## src/rtl/decomp_pkg.sv

```systemverilog
// Shared types for the compressed-instruction prefetch path: FSM states,
// the default sequential increment and the tagged queue entry.
package decomp_pkg;

  localparam int unsigned XLEN = 32;
  localparam logic [XLEN-1:0] DEFAULT_PCADD = 32'h0000_0004;

  typedef enum logic [1:0] {
    S_BOOT,
    S_STREAM,
    S_FLUSH
  } fetch_state_t;

  typedef struct packed {
    logic [XLEN-1:0] tag;
    logic [XLEN-1:0] data;
  } fetch_entry_t;

endpackage

```

## src/rtl/compressed_fetch_buffer_if.sv

```systemverilog
// Decompressor-side and instruction-memory-side signals of the prefetch buffer.
// The buffer is the slave; the decompressor/memory environment is the master.
interface compressed_fetch_buffer_if
  import decomp_pkg::*;
#(
  parameter int unsigned WIDTH = XLEN
);

  logic [WIDTH-1:0] PCcompress;
  logic             pc_take;
  logic [WIDTH-1:0] NextInstr;
  logic             instr_valid;
  logic             hold;
  logic             imem_req;
  logic [WIDTH-1:0] imem_addr;
  logic             imem_gnt;
  logic             imem_rvalid;
  logic [WIDTH-1:0] imem_rdata;

  modport slave (
    input  PCcompress, pc_take, imem_gnt, imem_rvalid, imem_rdata,
    output NextInstr, instr_valid, hold, imem_req, imem_addr
  );

  modport master (
    output PCcompress, pc_take, imem_gnt, imem_rvalid, imem_rdata,
    input  NextInstr, instr_valid, hold, imem_req, imem_addr
  );

endinterface

```

## src/rtl/fetch_fifo.sv

```systemverilog
// Circular queue of tagged instruction words with one write and one read port.
// A synchronous clear empties it without touching the stored words.
module fetch_fifo
  import decomp_pkg::*;
#(
  parameter int unsigned DEPTH = 4,
  parameter type entry_t = fetch_entry_t
) (
  input  logic                     clk,
  input  logic                     rst_n,
  input  logic                     clear_i,
  input  logic                     wr_en_i,
  input  entry_t                   wr_data_i,
  input  logic                     rd_en_i,
  output entry_t                   rd_data_o,
  output logic                     full_o,
  output logic                     empty_o,
  output logic [$clog2(DEPTH):0]   count_o
);

  localparam int unsigned PW = $clog2(DEPTH);
  localparam int unsigned CW = PW + 1;

  entry_t          mem_q [DEPTH];
  logic [PW-1:0]   head_q;
  logic [PW-1:0]   tail_q;
  logic [CW-1:0]   count_q;
  logic            doWrite;
  logic            doRead;

  assign empty_o   = (count_q == '0);
  assign full_o    = (count_q == DEPTH[CW-1:0]);
  assign count_o   = count_q;
  assign rd_data_o = mem_q[head_q];

  // A write into a full queue is accepted only when the head leaves in the same cycle.
  assign doRead  = rd_en_i && !empty_o;
  assign doWrite = wr_en_i && (!full_o || doRead);

  always_ff @(posedge clk or negedge rst_n) begin
    if (!rst_n) begin
      for (int i = 0; i < DEPTH; i++) begin
        mem_q[i] <= '0;
      end
      head_q  <= '0;
      tail_q  <= '0;
      count_q <= '0;
    end else if (clear_i) begin
      head_q  <= '0;
      tail_q  <= '0;
      count_q <= '0;
    end else begin
      if (doWrite) begin
        mem_q[tail_q] <= wr_data_i;
        tail_q        <= tail_q + PW'(1);
      end
      if (doRead) begin
        head_q <= head_q + PW'(1);
      end
      if (doWrite && !doRead) begin
        count_q <= count_q + CW'(1);
      end else if (!doWrite && doRead) begin
        count_q <= count_q - CW'(1);
      end
    end
  end

endmodule

```

## src/rtl/compressed_fetch_buffer.sv

```systemverilog
// Prefetch queue feeding the decompressor: fetches sequential words ahead of
// PCcompress, tags them with their address and flushes on any redirect.
module compressed_fetch_buffer
  import decomp_pkg::*;
#(
  parameter int unsigned     WIDTH = XLEN,
  parameter logic [WIDTH-1:0] PCADD = WIDTH'(DEFAULT_PCADD),
  parameter int unsigned     DEPTH = 4
) (
  input  logic                      clk,
  input  logic                      reset,
  compressed_fetch_buffer_if.slave  bus
);

  localparam int unsigned CW = $clog2(DEPTH) + 1;

  typedef struct packed {
    logic [WIDTH-1:0] tag;
    logic [WIDTH-1:0] data;
  } entry_t;

  fetch_state_t     state_q, state_d;
  logic [WIDTH-1:0] fetchPc_q, fetchPc_d;
  logic [WIDTH-1:0] rspPc_q, rspPc_d;
  logic [CW-1:0]    outstanding_q, outstanding_d;
  logic [CW-1:0]    discard_q, discard_d;

  entry_t           headEntry;
  entry_t           wrEntry;
  logic             fifoFull;
  logic             fifoEmpty;
  logic [CW-1:0]    fifoCount;
  logic [CW:0]      inFlight;
  logic             streaming;
  logic             tagMatch;
  logic             redirect;
  logic             instrValid;
  logic             imemReq;
  logic             grant;
  logic             rspRetire;
  logic             rspKeep;
  logic             pop;

  // rspPc_q is the tag the next live response will carry; with nothing live in
  // flight it equals fetchPc_q, so it is the expected address for an empty queue.
  assign streaming  = (state_q == S_STREAM);
  assign tagMatch   = (headEntry.tag == bus.PCcompress);
  assign redirect   = streaming && (fifoEmpty ? (rspPc_q != bus.PCcompress) : !tagMatch);
  assign instrValid = streaming && !fifoEmpty && tagMatch;
  assign pop        = instrValid && bus.pc_take;
  assign inFlight   = {1'b0, fifoCount} + {1'b0, outstanding_q};
  assign imemReq    = streaming && !redirect && !fifoFull && (inFlight < DEPTH[CW:0]);
  assign grant      = imemReq && bus.imem_gnt;
  assign rspRetire  = bus.imem_rvalid && (outstanding_q != '0);
  assign rspKeep    = bus.imem_rvalid && streaming && (discard_q == '0);
  assign wrEntry    = '{tag: rspPc_q, data: bus.imem_rdata};

  assign bus.NextInstr   = headEntry.data;
  assign bus.instr_valid = instrValid;
  assign bus.hold        = !instrValid;
  assign bus.imem_req    = imemReq;
  assign bus.imem_addr   = fetchPc_q;

  fetch_fifo #(
    .DEPTH   (DEPTH),
    .entry_t (entry_t)
  ) uFetchFifo (
    .clk       (clk),
    .rst_n     (reset),
    .clear_i   (state_q == S_FLUSH),
    .wr_en_i   (rspKeep),
    .wr_data_i (wrEntry),
    .rd_en_i   (pop),
    .rd_data_o (headEntry),
    .full_o    (fifoFull),
    .empty_o   (fifoEmpty),
    .count_o   (fifoCount)
  );

  always_comb begin
    state_d       = state_q;
    fetchPc_d     = fetchPc_q;
    rspPc_d       = rspPc_q;
    discard_d     = discard_q;
    outstanding_d = outstanding_q + CW'(grant) - CW'(rspRetire);
    case (state_q)
      S_BOOT: begin
        fetchPc_d = bus.PCcompress;
        rspPc_d   = bus.PCcompress;
        state_d   = S_STREAM;
      end
      S_STREAM: begin
        if (grant) fetchPc_d = fetchPc_q + PCADD;
        if (rspKeep) rspPc_d = rspPc_q + PCADD;
        if (bus.imem_rvalid && (discard_q != '0)) discard_d = discard_q - CW'(1);
        if (redirect) state_d = S_FLUSH;
      end
      S_FLUSH: begin
        // A response landing in this cycle is already gone, so it is not counted as stale.
        fetchPc_d = bus.PCcompress;
        rspPc_d   = bus.PCcompress;
        discard_d = outstanding_q - CW'(rspRetire);
        state_d   = S_STREAM;
      end
      default: state_d = S_BOOT;
    endcase
  end

  always_ff @(posedge clk or negedge reset) begin
    if (!reset) begin
      state_q       <= S_BOOT;
      fetchPc_q     <= '0;
      rspPc_q       <= '0;
      outstanding_q <= '0;
      discard_q     <= '0;
    end else begin
      state_q       <= state_d;
      fetchPc_q     <= fetchPc_d;
      rspPc_q       <= rspPc_d;
      outstanding_q <= outstanding_d;
      discard_q     <= discard_d;
    end
  end

endmodule

```

## src/flat_wrapper.sv

```systemverilog
// flat-port wrapper written by rule: the top's interface ports become plain ports
module compressed_fetch_buffer_flat import decomp_pkg::*;
#(
  parameter int unsigned     WIDTH = XLEN,
  parameter logic [WIDTH-1:0] PCADD = WIDTH'(DEFAULT_PCADD),
  parameter int unsigned     DEPTH = 4
)
  (clk, reset, bus_PCcompress, bus_pc_take, bus_imem_gnt, bus_imem_rvalid, bus_imem_rdata, bus_NextInstr, bus_instr_valid, bus_hold, bus_imem_req, bus_imem_addr);
  compressed_fetch_buffer_if #(.WIDTH(WIDTH)) bus_i ();
  input  logic clk;
  input  logic reset;
  input wire logic [$bits(bus_i.PCcompress)-1:0] bus_PCcompress;
  input wire logic [$bits(bus_i.pc_take)-1:0] bus_pc_take;
  input wire logic [$bits(bus_i.imem_gnt)-1:0] bus_imem_gnt;
  input wire logic [$bits(bus_i.imem_rvalid)-1:0] bus_imem_rvalid;
  input wire logic [$bits(bus_i.imem_rdata)-1:0] bus_imem_rdata;
  output wire logic [$bits(bus_i.NextInstr)-1:0] bus_NextInstr;
  output wire logic [$bits(bus_i.instr_valid)-1:0] bus_instr_valid;
  output wire logic [$bits(bus_i.hold)-1:0] bus_hold;
  output wire logic [$bits(bus_i.imem_req)-1:0] bus_imem_req;
  output wire logic [$bits(bus_i.imem_addr)-1:0] bus_imem_addr;
  assign bus_i.PCcompress = bus_PCcompress;
  assign bus_i.pc_take = bus_pc_take;
  assign bus_i.imem_gnt = bus_imem_gnt;
  assign bus_i.imem_rvalid = bus_imem_rvalid;
  assign bus_i.imem_rdata = bus_imem_rdata;
  assign bus_NextInstr = bus_i.NextInstr;
  assign bus_instr_valid = bus_i.instr_valid;
  assign bus_hold = bus_i.hold;
  assign bus_imem_req = bus_i.imem_req;
  assign bus_imem_addr = bus_i.imem_addr;
  compressed_fetch_buffer #(.WIDTH(WIDTH), .PCADD(PCADD), .DEPTH(DEPTH)) u_core (.clk(clk), .reset(reset), .bus(bus_i));
endmodule
```

## config.mk

```make
export PLATFORM = sky130hd
export DESIGN_NAME = compressed_fetch_buffer_flat
export DESIGN_NICKNAME = d
export VERILOG_FILES = /design/src/rtl/decomp_pkg.sv /design/src/rtl/compressed_fetch_buffer_if.sv /design/src/rtl/fetch_fifo.sv /design/src/rtl/compressed_fetch_buffer.sv /design/src/flat_wrapper.sv
export SDC_FILE = /design/constraint.sdc
export NUM_CORES = 1
export LEC_CHECK = 0
export CAP_MARGIN = 0
export CORE_ASPECT_RATIO = 1.2
export CORE_MARGIN = 2
export CORE_UTILIZATION = 67
export CTS_CLUSTER_SIZE = 40
export DETAILED_ROUTE_END_ITERATION = 7
export DONT_BUFFER_PORTS = 1
export GPL_TIMING_DRIVEN = 0
export MAX_ROUTING_LAYER = met4
export PLACE_DENSITY = 0.86
export SLEW_MARGIN = 40
export SYNTH_ARGS = -nofsm -noshare
export SYNTH_HDL_FRONTEND = slang
export SYNTH_SLANG_ARGS = --single-unit
```

## constraint.sdc

```tcl
create_clock -name clk -period 5.7 [get_ports clk]
set_input_delay 0.855 -clock clk [delete_from_list [all_inputs] [get_ports clk]]
set_output_delay 0.855 -clock clk [all_outputs]
set_load 0.02 [all_outputs]
```

# == Yosys cells after proc, flatten, opt, wreduce, memory -nomap -nowiden ==
# Index checks and enable logic that the tools add are counted.
# word_totals
regBits,335
output_inout_bits,67
inputBits,69
elab_cells,105
# classes
reduce_logical,40
mux,22
n_eq_ne,9
add_sub_neg,11
bitwise_logic,3
order_cmp,4
# op_table
op,count
bitwise mux 256 bit,1
2-to-1 mux 64 bit,3
binary-select mux 64 bit (select 2 bit),1
demux 64 bit (select 2 bit),1
case mux 32 bit (2 select lines),2
adder 32 x 3 -> 32 bit (second input constant),2
2-to-1 mux 32 bit,2
== test 32 bit,1
!= test 32 bit,1
logical AND 1 bit,17
2-to-1 mux 3 bit,4
2-to-1 mux 2 bit,5
nonzero test 3 bit,3
!= test 2 bit (second input constant),4
AND reduction 2 bit,4
nonzero test 2 bit,4
zero test 1 bit,7
greater-or-equal comparator 3 bit (second input constant),2
zero test 3 bit,2
inverter 2 -> 3 bit,2
case mux 3 bit (2 select lines),1
subtractor 3 x 1 -> 3 bit,2
subtractor 3 x 1 -> 3 bit (second input constant),2
adder 2 x 1 -> 2 bit (second input constant),2
14 further kinds,14

# == Depth between registers and ports, before layout ==
# logic_depth
depth_word,15
ltp_mapped,18
ltp_nobuf,13

# == Hierarchy ==
# From an unflattened synthesis, not the netlist that was laid out.
# unflattened
hier_cells,1241
hier_area_um2,16669.7
# by_module_without_submodules
mod,instances,cells_per_inst,area_each_um2,seq_area_each_um2
fetch_fifo,1,682,11644.9,6581.3
compressed_fetch_buffer,1,559,5024.8,1801.7

# == Worst setup path after synthesis ==
# Ideal clock, no wire load.
# synth_timing
path_type,flip-flop to output port
startpoint,reg u_core.uFetchFifo.head_q[0]
endpoint,out bus_imem_req
arrival_time_ns,3.514
path_stages_with_launch,13
required_ns,4.845
path_slack_ns,1.331
path_buffers,6
cell_sequence,dfrtp_1 buf_4 buf_4 buf_4 buf_2 buf_2 buf_2 a2111oi_0 nand3_1 or4_1 nor4b_2 a21oi_1 nor2b_1
# synth_between
elab_chain_len,12
# synth_rtl
item,line_no,source
"start, declared",fetch_fifo.sv:25,logic [PW-1:0] head_q;
"start signal, assigned",fetch_fifo.sv:58,head_q <= head_q + PW'(1);
inverter 2 -> 3 bit (not written as such),fetch_fifo.sv:34,assign rd_data_o = mem_q[head_q];
binary-select mux 64 bit (select 2 bit),fetch_fifo.sv:34,
2-to-1 mux 64 bit (not written as such) (2 in a row),fetch_fifo.sv:34,
== test 32 bit,compressed_fetch_buffer.sv:47,assign tagMatch = (headEntry.tag == bus.PCcompress);
zero test 1 bit,compressed_fetch_buffer.sv:48,assign redirect = streaming && (fifoEmpty ? (rspPc_q != bus.PCcompress) : !tagMatch);
2-to-1 mux 1 bit,compressed_fetch_buffer.sv:48,
logical AND 1 bit,compressed_fetch_buffer.sv:48,
zero test 1 bit,compressed_fetch_buffer.sv:52,assign imemReq = streaming && !redirect && !fifoFull && (inFlight < DEPTH[CW:0]);
logical AND 1 bit (3 in a row),compressed_fetch_buffer.sv:52,
"end, declared",flat_wrapper.sv:20,output wire logic [$bits(bus_i.imem_req)-1:0] bus_imem_req;
# No other way between the ends. The select of a mux whose other input is x is not followed.

# == Final worst setup path ==
# Ends and elaborated chain as after synthesis.

==> results.cfg <==
[placed_design]
place_inst = 1719
place.gp.congestion = 0.9813
port_buffers = 0
dp_hpwl_mm = 32.07

[run_status]
status = finished clean

[power_and_ir_drop]
netSwitchingFraction_pct = 28.17
p_per_area_nw_per_um2 = 346.9
sequentialPowerShare_pct = 43.7
leakage_nw = 8.443
internal-power_mw = 4.726
p_comb_share_pct = 19.5
vdd_drop_max_mv = 0.2749
p_clk_share_pct = 36.8
switchingPower_mw = 1.853

[global_routing]
grtUsageTotal_pct = 35.19
grt_pass1_vias = 12450
gr-total-overflow = 0
grt_pass1_wl_mm = 70.61
antenna_found_initial = 1
grt_max_degree = 336

[clock_network]
clock-sinks = 335
htree_levels = 2
cts_buffers = 34
postCtsHoldBufs = 0
cts_buffer_depth = 3
clkTransAtPathRegs_ns = 0.06
post-cts-setup-buffers = 0
root_buffer = clkbuf_16
clk_latency_ns = 0.53
cts_tree = done

[floorplanning]
core_area_um2 = 25460
initial_utilization_pct = 67.91
dieArea_um2 = 27120
fp-row-count = 64
io_pins = 136
die_h_um = 180.0
die_w_um = 150.7

[cells_and_area]
fin_util_pct = 74.47
instances_no_fill = 1778
drive_above_1_share_pct = 27.57
fillers = 1663
multi_input_area_um2 = 8318
area.growth.synth_to_final_pct = 9.658
final_nets = 1511
regArea_um2 = 8383

[sta]
tightest_slew_ns = 0.9165
fin_crit_ns = 5.432
setup_viol = 0
clock.fmax_ghz = 0.1841
slew_violations = 0
slew-limit-headroom_pct = 38.77
fin_crit_sh_pct = 95.29
finalHoldViolations = 0
fin_hold_ws_ns = 0.04332
clock_skew_ns = 0.02648
fin_setup_tns_ns = 0

[route]
ant_nets = 0
initialDrtViolationCount = 1182
drc = 0
routed_wirelength_mm = 45.73
wire_per_inst_um = 25.72
viasPerCell = 6.771
drtPass1Iterations = 6
num_vias = 12040

[setup_path]
critPathTopFamily = simple AND/OR/NAND/NOR gates
endpoint_kind = output pin
reg2reg_slack_ns = 0.72
cp-start-kind = flop
arrival_ns = 4.58
cp.required_ns = 4.85
crit_buf_inv = 6
path_cells = buf_4 -> buf_4 -> buf_4 -> buf_2 -> buf_2 -> buf_2 -> a2111oi_0 -> nand3_1 -> or4_1 -> nor4b_4 -> a21oi_2 -> nor2b_4
crit_type = reg -> out
path_max_fanout = 10
crit_path_max_incr_delay_ns = 0.78
r2r_start = u_core.uFetchFifo.head_q[0]
cp.depth = 12
reg2reg_depth = 17
slowest_stage = nor4b_4
timing.rr.end = u_core.outstanding_q[2]

[synth]
ys_ff_latch = 335
synth-seq-area-share_pct = 48.47
synth_cells = 1389
syn_nets = 1474
synth.distinct_cells = 66
synth_ff_type = dfrtp_1
syn-cell-area_um2 = 17290
async_flop_share_pct = 100.0
yosysWarnings = 0
synth_edf_count = 0
syn-mean-instance-area_um2 = 12.45

[min_path]
hold_class = in -> async

[run]
maxCapViolations = 0
-- power groups by stage --
stage                     sequential [mW]  combinational (mW)  clock (mW)
after floorplan                      2.84                1.01           0
after global placement               2.88                1.22           0
after detailed placement             2.91                1.26           0
after CTS                            2.87                1.28        2.44
after global routing                 2.91                1.38        2.54
final                                2.87                1.28        2.42
-- synthesized netlist by cell type (18+ instances only) --
cell,number,area (µm²)
dfrtp_1,335,8383
mux2_2,227,2556
nand2_1,74,277.8
nand3_1,64,320.3
clkbuf_1,51,191.4
mux4_2,51,1149
mux2i_1,43,430.4
nor2_1,39,146.4
mux2_1,38,427.9
xnor2_1,36,315.3
xor2_1,36,315.3
o21ai_0,33,165.2
nand2b_1,26,162.7
inv_1,24,90.09
nor2b_1,22,137.6
a31oi_1,18,112.6
and2_1,18,112.6
buf_6,18,202.7
-- flip-flops by register name (all words and copies together) (netlist names) --
name / count
u_core.outstanding_q: 3
u_core.discard_q: 3
u_core.rspPc_q: 32
u_core.uFetchFifo.tail_q: 2
u_core.uFetchFifo.head_q: 2
u_core.uFetchFifo.mem_q: 256
u_core.state_q: 2
u_core.uFetchFifo.count_o: 3
u_core.bus.imem_addr: 32
-- cells in the final DEF, fill, tap and decap left out, types with 10 or more instances in the layout --
cell         n
nor4_1      14
mux4_2      51
o311ai_0    10
mux2_1      38
and2_1      18
o21ai_0     33
nand4_1     16
clkbuf_1    55
ha_1        14
mux2i_1     43
buf_6       18
a31oi_1     18
o211ai_1    10
and3_1      17
clkbuf_16   35
nand2_1     74
nand2b_1    26
buf_2       16
mux2_2     227
xnor2_1     36
xor2_1      36
nand3_1     64
nor3_1      12
a21oi_1     11
inv_1       24
a221o_1     11
nor2_1      39
dfrtp_1    335
or3_1       10
nor2b_1     21
-- area by class of cell --
| cell class | instances | share of cell area, % |
|---|---|---|
| sequential | 335 | 44.20 |
| multi-input combinational | 934 | 43.86 |
| clock buffer | 45 | 5.133 |
| buffer | 96 | 2.870 |
| tap | 330 | 2.177 |
| clock inverter | 12 | 1.227 |
| inverter | 24 | 0.4750 |
| timing repair buffer | 1 | 0.03959 |
| antenna | 1 | 0.01320 |
-- repair_timing --
| action | 4_1_cts | 5_1_grt |
|---|---|---|
| pin swaps | 1 | 1 |
| gates resized for setup | 1 | 5 |
| gates cloned | 0 | 0 |
| setup endpoints to repair | 1 | 1 |
-- routing by layer --
layer,vias to the layer above,GRT usage [%],routed length (µm)
met4,0,15.36,2105
met5,-,-,0
met1,6145,44.67,17790
met2,572,54.44,22160
li1,5165,-,-
met3,156,8.122,3683
-- stage by stage --
stage / setup slack [ns] / power, mW / instance area, µm²
5_1_grt: -0.009645 / 6.823 / 18960
3_3_place_gp: 0.05837 / 4.105 / 17710
4_1_cts: 0.04740 / 6.588 / 18930
3_5_place_dp: 0.4229 / 4.171 / 17720
2_1_floorplan: 1.331 / 3.853 / 17290
6_report: 0.2683 / 6.579 / 18960
-- cell families after synthesis --
kind of cell | Yosys count | share of synthesized area (%)
mux | 359 | 26.39
xor+xnor | 72 | 3.646
simple gates | 350 | 10.98
compound gates | 137 | 5.672
flops | 335 | 48.47
fa+ha+maj | 16 | 1.244
buf+inv | 120 | 3.603
-- worst max-delay path by stage --
stage                                      startpoint      endpoint  slack, ns
after floorplan           u_core.uFetchFifo.head_q[0]  bus_imem_req       1.33
after global placement    u_core.uFetchFifo.head_q[1]  bus_imem_req       0.06
after detailed placement  u_core.uFetchFifo.head_q[1]  bus_imem_req       0.42
after CTS                 u_core.uFetchFifo.head_q[1]  bus_imem_req       0.05
after global routing      u_core.uFetchFifo.head_q[0]  bus_imem_req      -0.01
final                     u_core.uFetchFifo.head_q[0]  bus_imem_req       0.27
Note: power is estimated with default switching activity, not from simulation.
